--- src/rtl/lfsr_seq_ctrl.sv ---
// LFSR word sequencer: steps a Fibonacci-style LFSR S times per output word and streams COUNT words.
// Optional build macro LFSR_ZERO_SEED_CHK_EN rejects zero-seed jobs with a ZERO_ERR_O pulse.
module lfsr_seq_ctrl #(
  parameter int W     = 8,
  parameter int CNT_W = 16
) (
  input  logic             CLK_I,
  input  logic             RST_I,
  input  logic             CFG_VALID_I,
  output logic             CFG_READY_O,
  input  logic [W-1:0]     POLY_I,
  input  logic [W-1:0]     SEED_I,
  input  logic [W-1:0]     SHIFT_I,
  input  logic [CNT_W-1:0] COUNT_I,
  input  logic             ABORT_I,
  output logic [W-1:0]     DATA_O,
  output logic             DATA_VALID_O,
  input  logic             DATA_READY_I,
  output logic             BUSY_O,
  output logic             DONE_O,
  output logic             ZERO_ERR_O
);

  typedef enum logic [1:0] {IDLE, STEP, OUT} state_t;

  state_t           r_state;
  state_t           w_state_next;
  logic [W-1:0]     r_lfsr;
  logic [W-1:0]     r_poly;
  logic [W-1:0]     r_shift;
  logic [W-1:0]     r_step_cnt;
  logic [CNT_W-1:0] r_word_cnt;
  logic             r_done;

  logic             w_accept;
  logic             w_zero_reject;
  logic             w_out_hs;
  logic             w_last_word;
  logic [W-1:0]     w_shift_eff;
  logic [W-1:0]     w_lfsr_step;

  assign w_accept    = CFG_VALID_I && (r_state == IDLE);
  assign w_shift_eff = (SHIFT_I == '0) ? {{(W-1){1'b0}}, 1'b1} : SHIFT_I;
  assign w_lfsr_step = {r_lfsr[W-2:0], ^(r_lfsr & r_poly)};
  assign w_out_hs    = (r_state == OUT) && DATA_READY_I;
  assign w_last_word = (r_word_cnt == {{(CNT_W-1){1'b0}}, 1'b1});

`ifdef LFSR_ZERO_SEED_CHK_EN
  logic r_zero_err;

  assign w_zero_reject = (SEED_I == '0) && (COUNT_I != '0);

  always_ff @(posedge CLK_I or posedge RST_I) begin
    if (RST_I) begin
      r_zero_err <= 1'b0;
    end else begin
      r_zero_err <= w_accept && w_zero_reject;
    end
  end

  assign ZERO_ERR_O = r_zero_err;
`else
  assign w_zero_reject = 1'b0;
  assign ZERO_ERR_O    = 1'b0;
`endif

  always_ff @(posedge CLK_I or posedge RST_I) begin
    if (RST_I) begin
      r_state <= IDLE;
    end else begin
      r_state <= w_state_next;
    end
  end

  always_comb begin
    w_state_next = r_state;
    CFG_READY_O  = 1'b0;
    BUSY_O       = 1'b0;
    DATA_VALID_O = 1'b0;
    DATA_O       = '0;
    case (r_state)
      IDLE: begin
        CFG_READY_O = 1'b1;
        if (w_accept && (COUNT_I != '0) && !w_zero_reject) begin
          w_state_next = STEP;
        end
      end
      STEP: begin
        BUSY_O = 1'b1;
        if (ABORT_I) begin
          w_state_next = IDLE;
        end else if (r_step_cnt == {{(W-1){1'b0}}, 1'b1}) begin
          w_state_next = OUT;
        end
      end
      OUT: begin
        BUSY_O       = 1'b1;
        DATA_VALID_O = 1'b1;
        DATA_O       = r_lfsr;
        // Abort wins the next state even when the word handshakes this cycle.
        if (ABORT_I) begin
          w_state_next = IDLE;
        end else if (DATA_READY_I) begin
          w_state_next = w_last_word ? IDLE : STEP;
        end
      end
      default: w_state_next = IDLE;
    endcase
  end

  always_ff @(posedge CLK_I or posedge RST_I) begin
    if (RST_I) begin
      r_lfsr     <= '0;
      r_poly     <= '0;
      r_shift    <= '0;
      r_step_cnt <= '0;
      r_word_cnt <= '0;
      r_done     <= 1'b0;
    end else begin
      r_done <= 1'b0;
      case (r_state)
        IDLE: begin
          if (w_accept) begin
            r_poly     <= POLY_I;
            r_lfsr     <= SEED_I;
            r_shift    <= w_shift_eff;
            r_step_cnt <= w_shift_eff;
            r_word_cnt <= COUNT_I;
            r_done     <= (COUNT_I == '0);
          end
        end
        STEP: begin
          r_lfsr     <= w_lfsr_step;
          r_step_cnt <= r_step_cnt - 1'b1;
        end
        OUT: begin
          if (w_out_hs) begin
            r_word_cnt <= r_word_cnt - 1'b1;
            r_step_cnt <= r_shift;
            r_done     <= w_last_word && !ABORT_I;
          end
        end
        default: ;
      endcase
    end
  end

  assign DONE_O = r_done;

endmodule

--- config.mk ---
export PLATFORM = sky130hd
export DESIGN_NAME = lfsr_seq_ctrl
export DESIGN_NICKNAME = d
export VERILOG_FILES = /design/src/rtl/lfsr_seq_ctrl.sv
export SDC_FILE = /design/constraint.sdc
export NUM_CORES = 1
export LEC_CHECK = 0
export CAP_MARGIN = 30
export CORE_ASPECT_RATIO = 0.8
export CORE_MARGIN = 3
export CORE_UTILIZATION = 25
export DETAILED_ROUTE_END_ITERATION = 10
export GPL_ROUTABILITY_DRIVEN = 1
export PLACE_DENSITY = 0.56
export SYNTH_ARGS = -nofsm -noshare
export SYNTH_HDL_FRONTEND = slang
export SYNTH_SLANG_ARGS = --single-unit
--- constraint.sdc ---
create_clock -name CLK_I -period 2.3 [get_ports CLK_I]
set_input_delay 0.46 -clock CLK_I [delete_from_list [all_inputs] [get_ports CLK_I]]
set_output_delay 0.46 -clock CLK_I [all_outputs]
set_load 0.02 [all_outputs]
Word-level counts from Yosys, hierarchy flattened

Index checks and enable logic that the tools add are counted.

Bits in latches: 0
Memories: 0
Bits in read-only memories: 0
Bits in registers: 51
Input bits: 45
Bits in writable memories: 0

Mux-type cells: 23
Eq/ne operators: 9
Magnitude comparators: 0
Reductions and logical operators: 19
Shifts and indexed selects: 0
Add/subtract/negate cells: 2
Multipliers: 0
Bitwise operators: 1
Div/mod/pow operators: 0

Operators with widths:

| cell                                                                    | number |
|---|---|
| 8-bit two-way mux                                                       | 5 |
| 16-bit two-way mux                                                      | 2 |
| 16-bit one-hot mux with 2 select lines                                  | 1 |
| 8-bit one-hot mux with 3 select lines                                   | 1 |
| 16-bit by 1-bit equality test with 1-bit output (second input constant) | 1 |
| 16-bit zero test                                                        | 1 |
| 8-bit one-hot mux with 2 select lines                                   | 1 |
| 16-bit nonzero test                                                     | 1 |
| 16-bit by 1-bit subtractor with 16-bit output (second input constant)   | 1 |
| 2-bit two-way mux                                                       | 5 |
| 3-bit AND reduction                                                     | 3 |
| 8-bit bitwise AND                                                       | 1 |
| 8-bit by 1-bit equality test with 1-bit output (second input constant)  | 1 |
| 8-bit zero test                                                         | 1 |
| 8-bit XOR reduction                                                     | 1 |
| 8-bit by 1-bit subtractor with 8-bit output (second input constant)     | 1 |
| 1-bit two-way mux                                                       | 6 |
| 3-bit inequality test (second input constant)                           | 2 |
| 2-bit one-hot mux with 3 select lines                                   | 1 |
| 1-bit logical AND                                                       | 4 |
| 2-bit inequality test (second input constant)                           | 2 |
| 2-bit AND reduction                                                     | 2 |
| 2-bit nonzero test                                                      | 2 |
| 3-bit nonzero test                                                      | 1 |
| 7 further kinds                                                         | 7 |

Logic depth before layout (Yosys ltp)

Word-level depth: 5
Gate-level depth with buffers: 9

Least setup slack after synthesis

Ideal clock, no wire load.

Kind: reg2reg
Start point: register r_state[0]
End point: register r_state[1]
Arrival time: 2.059 ns
Cell stages (with the launch flop): 9
Data required time: 2.172 ns
Setup slack: 0.113 ns
Period minus slack after synthesis: 2.187 ns
Path through: dfrtp_1 > inv_1 > ha_1 > buf_2 > nor4b_1 > nand4_1 > nor4_1 > a2111oi_4 > mux2_1

Longest elaborated chain between the ends: 5
Elaborated cells between the ends (all ways): 10
Classes of those cells: eq/ne (5); mux (1); reduce/logical (4)

RTL lines:

| what                                                       | line   | text |
|---|---|---|
| start, declared                                            | 26     | `state_t r_state;` |
| start signal, assigned                                     | 71     | `r_state <= w_state_next;` |
| 2-bit zero test                                            | 42, 81 |  |
| 1-bit logical AND                                          | 42     | `assign w_accept = CFG_VALID_I && (r_state == IDLE);` |
| 1-bit logical AND                                          | 84     | `if (w_accept && (COUNT_I != '0) && !w_zero_reject) begin` |
| 2-bit by 1-bit inequality test with 1-bit output (no line) | --     |  |
| 3-bit AND reduction (no line)                              | --     |  |

Several ways; a longest one is shown, not always the timed one.
A chain may end at the register's enable or synchronous reset.

Worst setup path after layout

Start point: register r_state[0]
End point: output port DATA_VALID_O

Longest elaborated chain between the ends: 2

RTL lines:

| what                | line | text |
|---|---|---|
| 2-bit equality test | 81   | `case (r_state)` |
| 1-bit two-way mux   | 81   |  |
| end, declared       | 17   | `output logic DATA_VALID_O,` |

Every way passes these cells.

==> metrics.txt <==
status finished, final reports clean; die span in y between 100 and 150 µm; Post-Syn Instances 368; Register Area 1276 µm²; DR vias 2,845; crit path kind register to output port; Final Setup Violations 0; Layout Skew about 7.3 ps; site row count 35; minimum clock period about 2200 ps; largest net degree at the start of global routing 47; Post-layout nets between 400 and 500; post-cts hold buffer count 0; register bit total from synthesis just over 50; clock buffer depth 2; CTS clk-pin slew, worst paths ~70 ps; Slew Viols, Final 0; CTS root buf clkbuf_16; worst hold path class register to register; ant diodes 0; crit-path max FO 11; gp weighted congestion approximately 0.84; beginning of the worst hold path r_shift[5]; initial antenna violation count 0; share of post-route cells with drive strength above 1 ~11%; Final Hold Vio Count 0; Die X-Extent about 130 µm; Final ANT Viol Nets 0; P&R area growth vs syn 34.35%; fmax 455.9 MHz; worst endpoint required time between 1500 and 2000 ps; crit path launch r_state[0]; distinct cell type count after synthesis 54; multi-input logic area 1699 µm²; Leak Pwr ~1.8 nW; Seq/Total Area, Yosys 41.46%; TritonCTS Sinks 51; setup ws final approximately 110 ps; CTS H-tree lvls 2; mapped cell area between 3000 and 4000 µm²; DR pass1 iterations 4; vias in the first global route 2,901; Setup TNS 0 ps; Port Buffers 56; R2R Setup Slk 140 ps; RSZ-0062 raised after global routing no; Starting Density approximately a quarter; WL final roughly 8700 µm; initial DRC count 213; routed wire length per instance roughly 15 µm; Power Dens Cells between 1000 and 1500 nW/µm²; global-route wire length before repair ~15,000 µm; fillcell total 1,170; VDD IR-drop max between 0.3 and 0.4 mV; worst hold path depth 2; vias per inst just under 5; total die area roughly 14,000 µm²; CP endpoint kind output port; CTS Buf Count 5; period utilisation layout between 90% and 100%; worst hold margin 479.9 ps; syn_nets approximately 420; max_cap viols 0; RR Startpoint r_word_cnt[1]; Clock Latency Late Sink 300 ps; Setup Fix Bufs, Post-CTS 0; TritonCTS clock tree built; Worst setup SP type register; dpl ws -97.60 ps; YS warnings 0; CORE AREA approximately 12,000 µm²; DRC viols 0; worst reg2reg path depth 7; Arr. time, crit path between 1500 and 2000 ps; Avg Cell Area, Syn between 8 and 9 µm²; Detailed Place HPWL 6570 µm; overall global routing resource usage 13.11%; # IOs between 50 and 60; GR Overflow Total 0
report_power, final:
group	internal, mW	switching, mW
combinational	1.23	1.39
clock	0.416	0.373
sequential	1.33	0.407
total	2.98	2.17
cell usage in the layout, fill, tap and decap left out, drive strengths merged, types with 2 or more instances in the layout:
master and instances:
a211oi 2, nor2b 2, buf 25, inv 16, nand2 82, or4 2, a21oi 22, nor2 19
or3 3, dfrtp 51, a22oi 17, xnor2 6, mux2 3, o22a 3, xor2 5, o31ai 2
and2 10, ha 8, a2bb2oi 9, o22ai 8, o21ai 27, nor3 9, dlygate4sd2 9, nand4 2
a21o 2, a31oi 3, nor4 5, nand2b 7, clkbuf 5, nand3b 2, clkdlybuf4s50 46, clkinv 2
nand3 8
metrics by stage:
stage	total power, mW	cell area, µm²	utilization (%)	cells
after floorplan	3.479	3078	-	368
after global placement	4.327	3959	33.61	577
after detailed placement	4.405	3959	33.61	577
after CTS	5.215	4111	34.90	585
after global routing	5.642	4135	35.10	585
final	5.148	4135	35.10	585
worst paths after layout:
path,endpoint
max reg2reg,r_word_cnt[14]
min reg2reg,r_shift[5]
min,r_shift[5]
max in group asynchronous,r_word_cnt[9]
min in group asynchronous,r_step_cnt[6]
max,DATA_VALID_O
area by class of cell:
cell class	instances	share of cell area [%]
clock buffers	5	3.026
clock inverters	3	0.6959
inverters	15	1.362
multi-input cells	282	41.09
flip-flops and latches	51	30.86
well taps	148	4.478
repair buffers	81	18.49
layer usage:
metal	global-route usage [%]	routed length, µm	vias to the layer above
met4	3.116	83	0
met2	20.20	3964	72
met3	3.546	561	6
met5	0	0	-
met1	18.26	4087	1339
li1	-	-	1428
synthesized netlist by cell type (all sizes together):
cell | number | area [µm²]
xnor2 | 6 | 52.55
buf | 5 | 23.77
nor4b | 1 | 8.760
mux2 | 3 | 33.78
o22ai | 8 | 50.05
mux2i | 1 | 10.01
nand2 | 82 | 307.8
nand4b | 1 | 8.760
nor3 | 9 | 61.31
a21oi | 22 | 113.9
ha | 8 | 100.1
a211oi | 2 | 15.01
nand3 | 8 | 40.04
dfrtp | 51 | 1276
or2 | 1 | 6.260
nor2 | 19 | 71.32
xor2 | 5 | 43.79
o21a | 1 | 7.510
nand3b | 2 | 15.01
o31ai | 2 | 15.01
and2b | 1 | 7.510
o32ai | 1 | 8.760
nor3b | 1 | 7.510
or3 | 3 | 18.77
a32o | 1 | 10.01
nand2b | 7 | 43.79
a2111oi | 1 | 27.53
a31oi | 3 | 18.77
a22oi | 17 | 127.6
clkbuf | 15 | 56.30
or4 | 2 | 18.77
or4b | 1 | 10.01
nor4 | 5 | 37.53
a41oi | 1 | 8.760
and2 | 10 | 62.56
nor2b | 2 | 12.51
inv | 15 | 56.30
o21ai | 27 | 135.1
conb | 1 | 3.750
o221a | 1 | 11.26
a21o | 2 | 16.27
nand4 | 2 | 12.51
o22a | 3 | 26.28
a2bb2oi | 9 | 78.83
kinds of logic after synthesis:
logic type	after synthesis	share of synthesized area [%]
compound gates	101	21.79
mux	4	1.423
simple gates	157	24.39
other cells	1	0.1218
xor+xnor	11	3.130
flops	51	41.46
fa+ha+maj	8	3.252
buf+inv	35	4.431
registers in the layout (all words and copies together), names as in the netlist:
register	cells
DONE_O	1
r_lfsr	8
r_poly	8
r_shift	8
r_state	2
r_step_cnt	8
r_word_cnt	16
critical path: stages (launching register included):
cell,delay (ps)
dfrtp_1,420
inv_1,130
ha_4,240
clkdlybuf4s50_1,650
timing repair:
item	in CTS	in global routing
cloned	0	0
resized for setup	10	5
hold endpoints to repair	0	0
pin swaps	0	2
setup endpoints to repair	10	3
(Power assumes the default switching activity.)
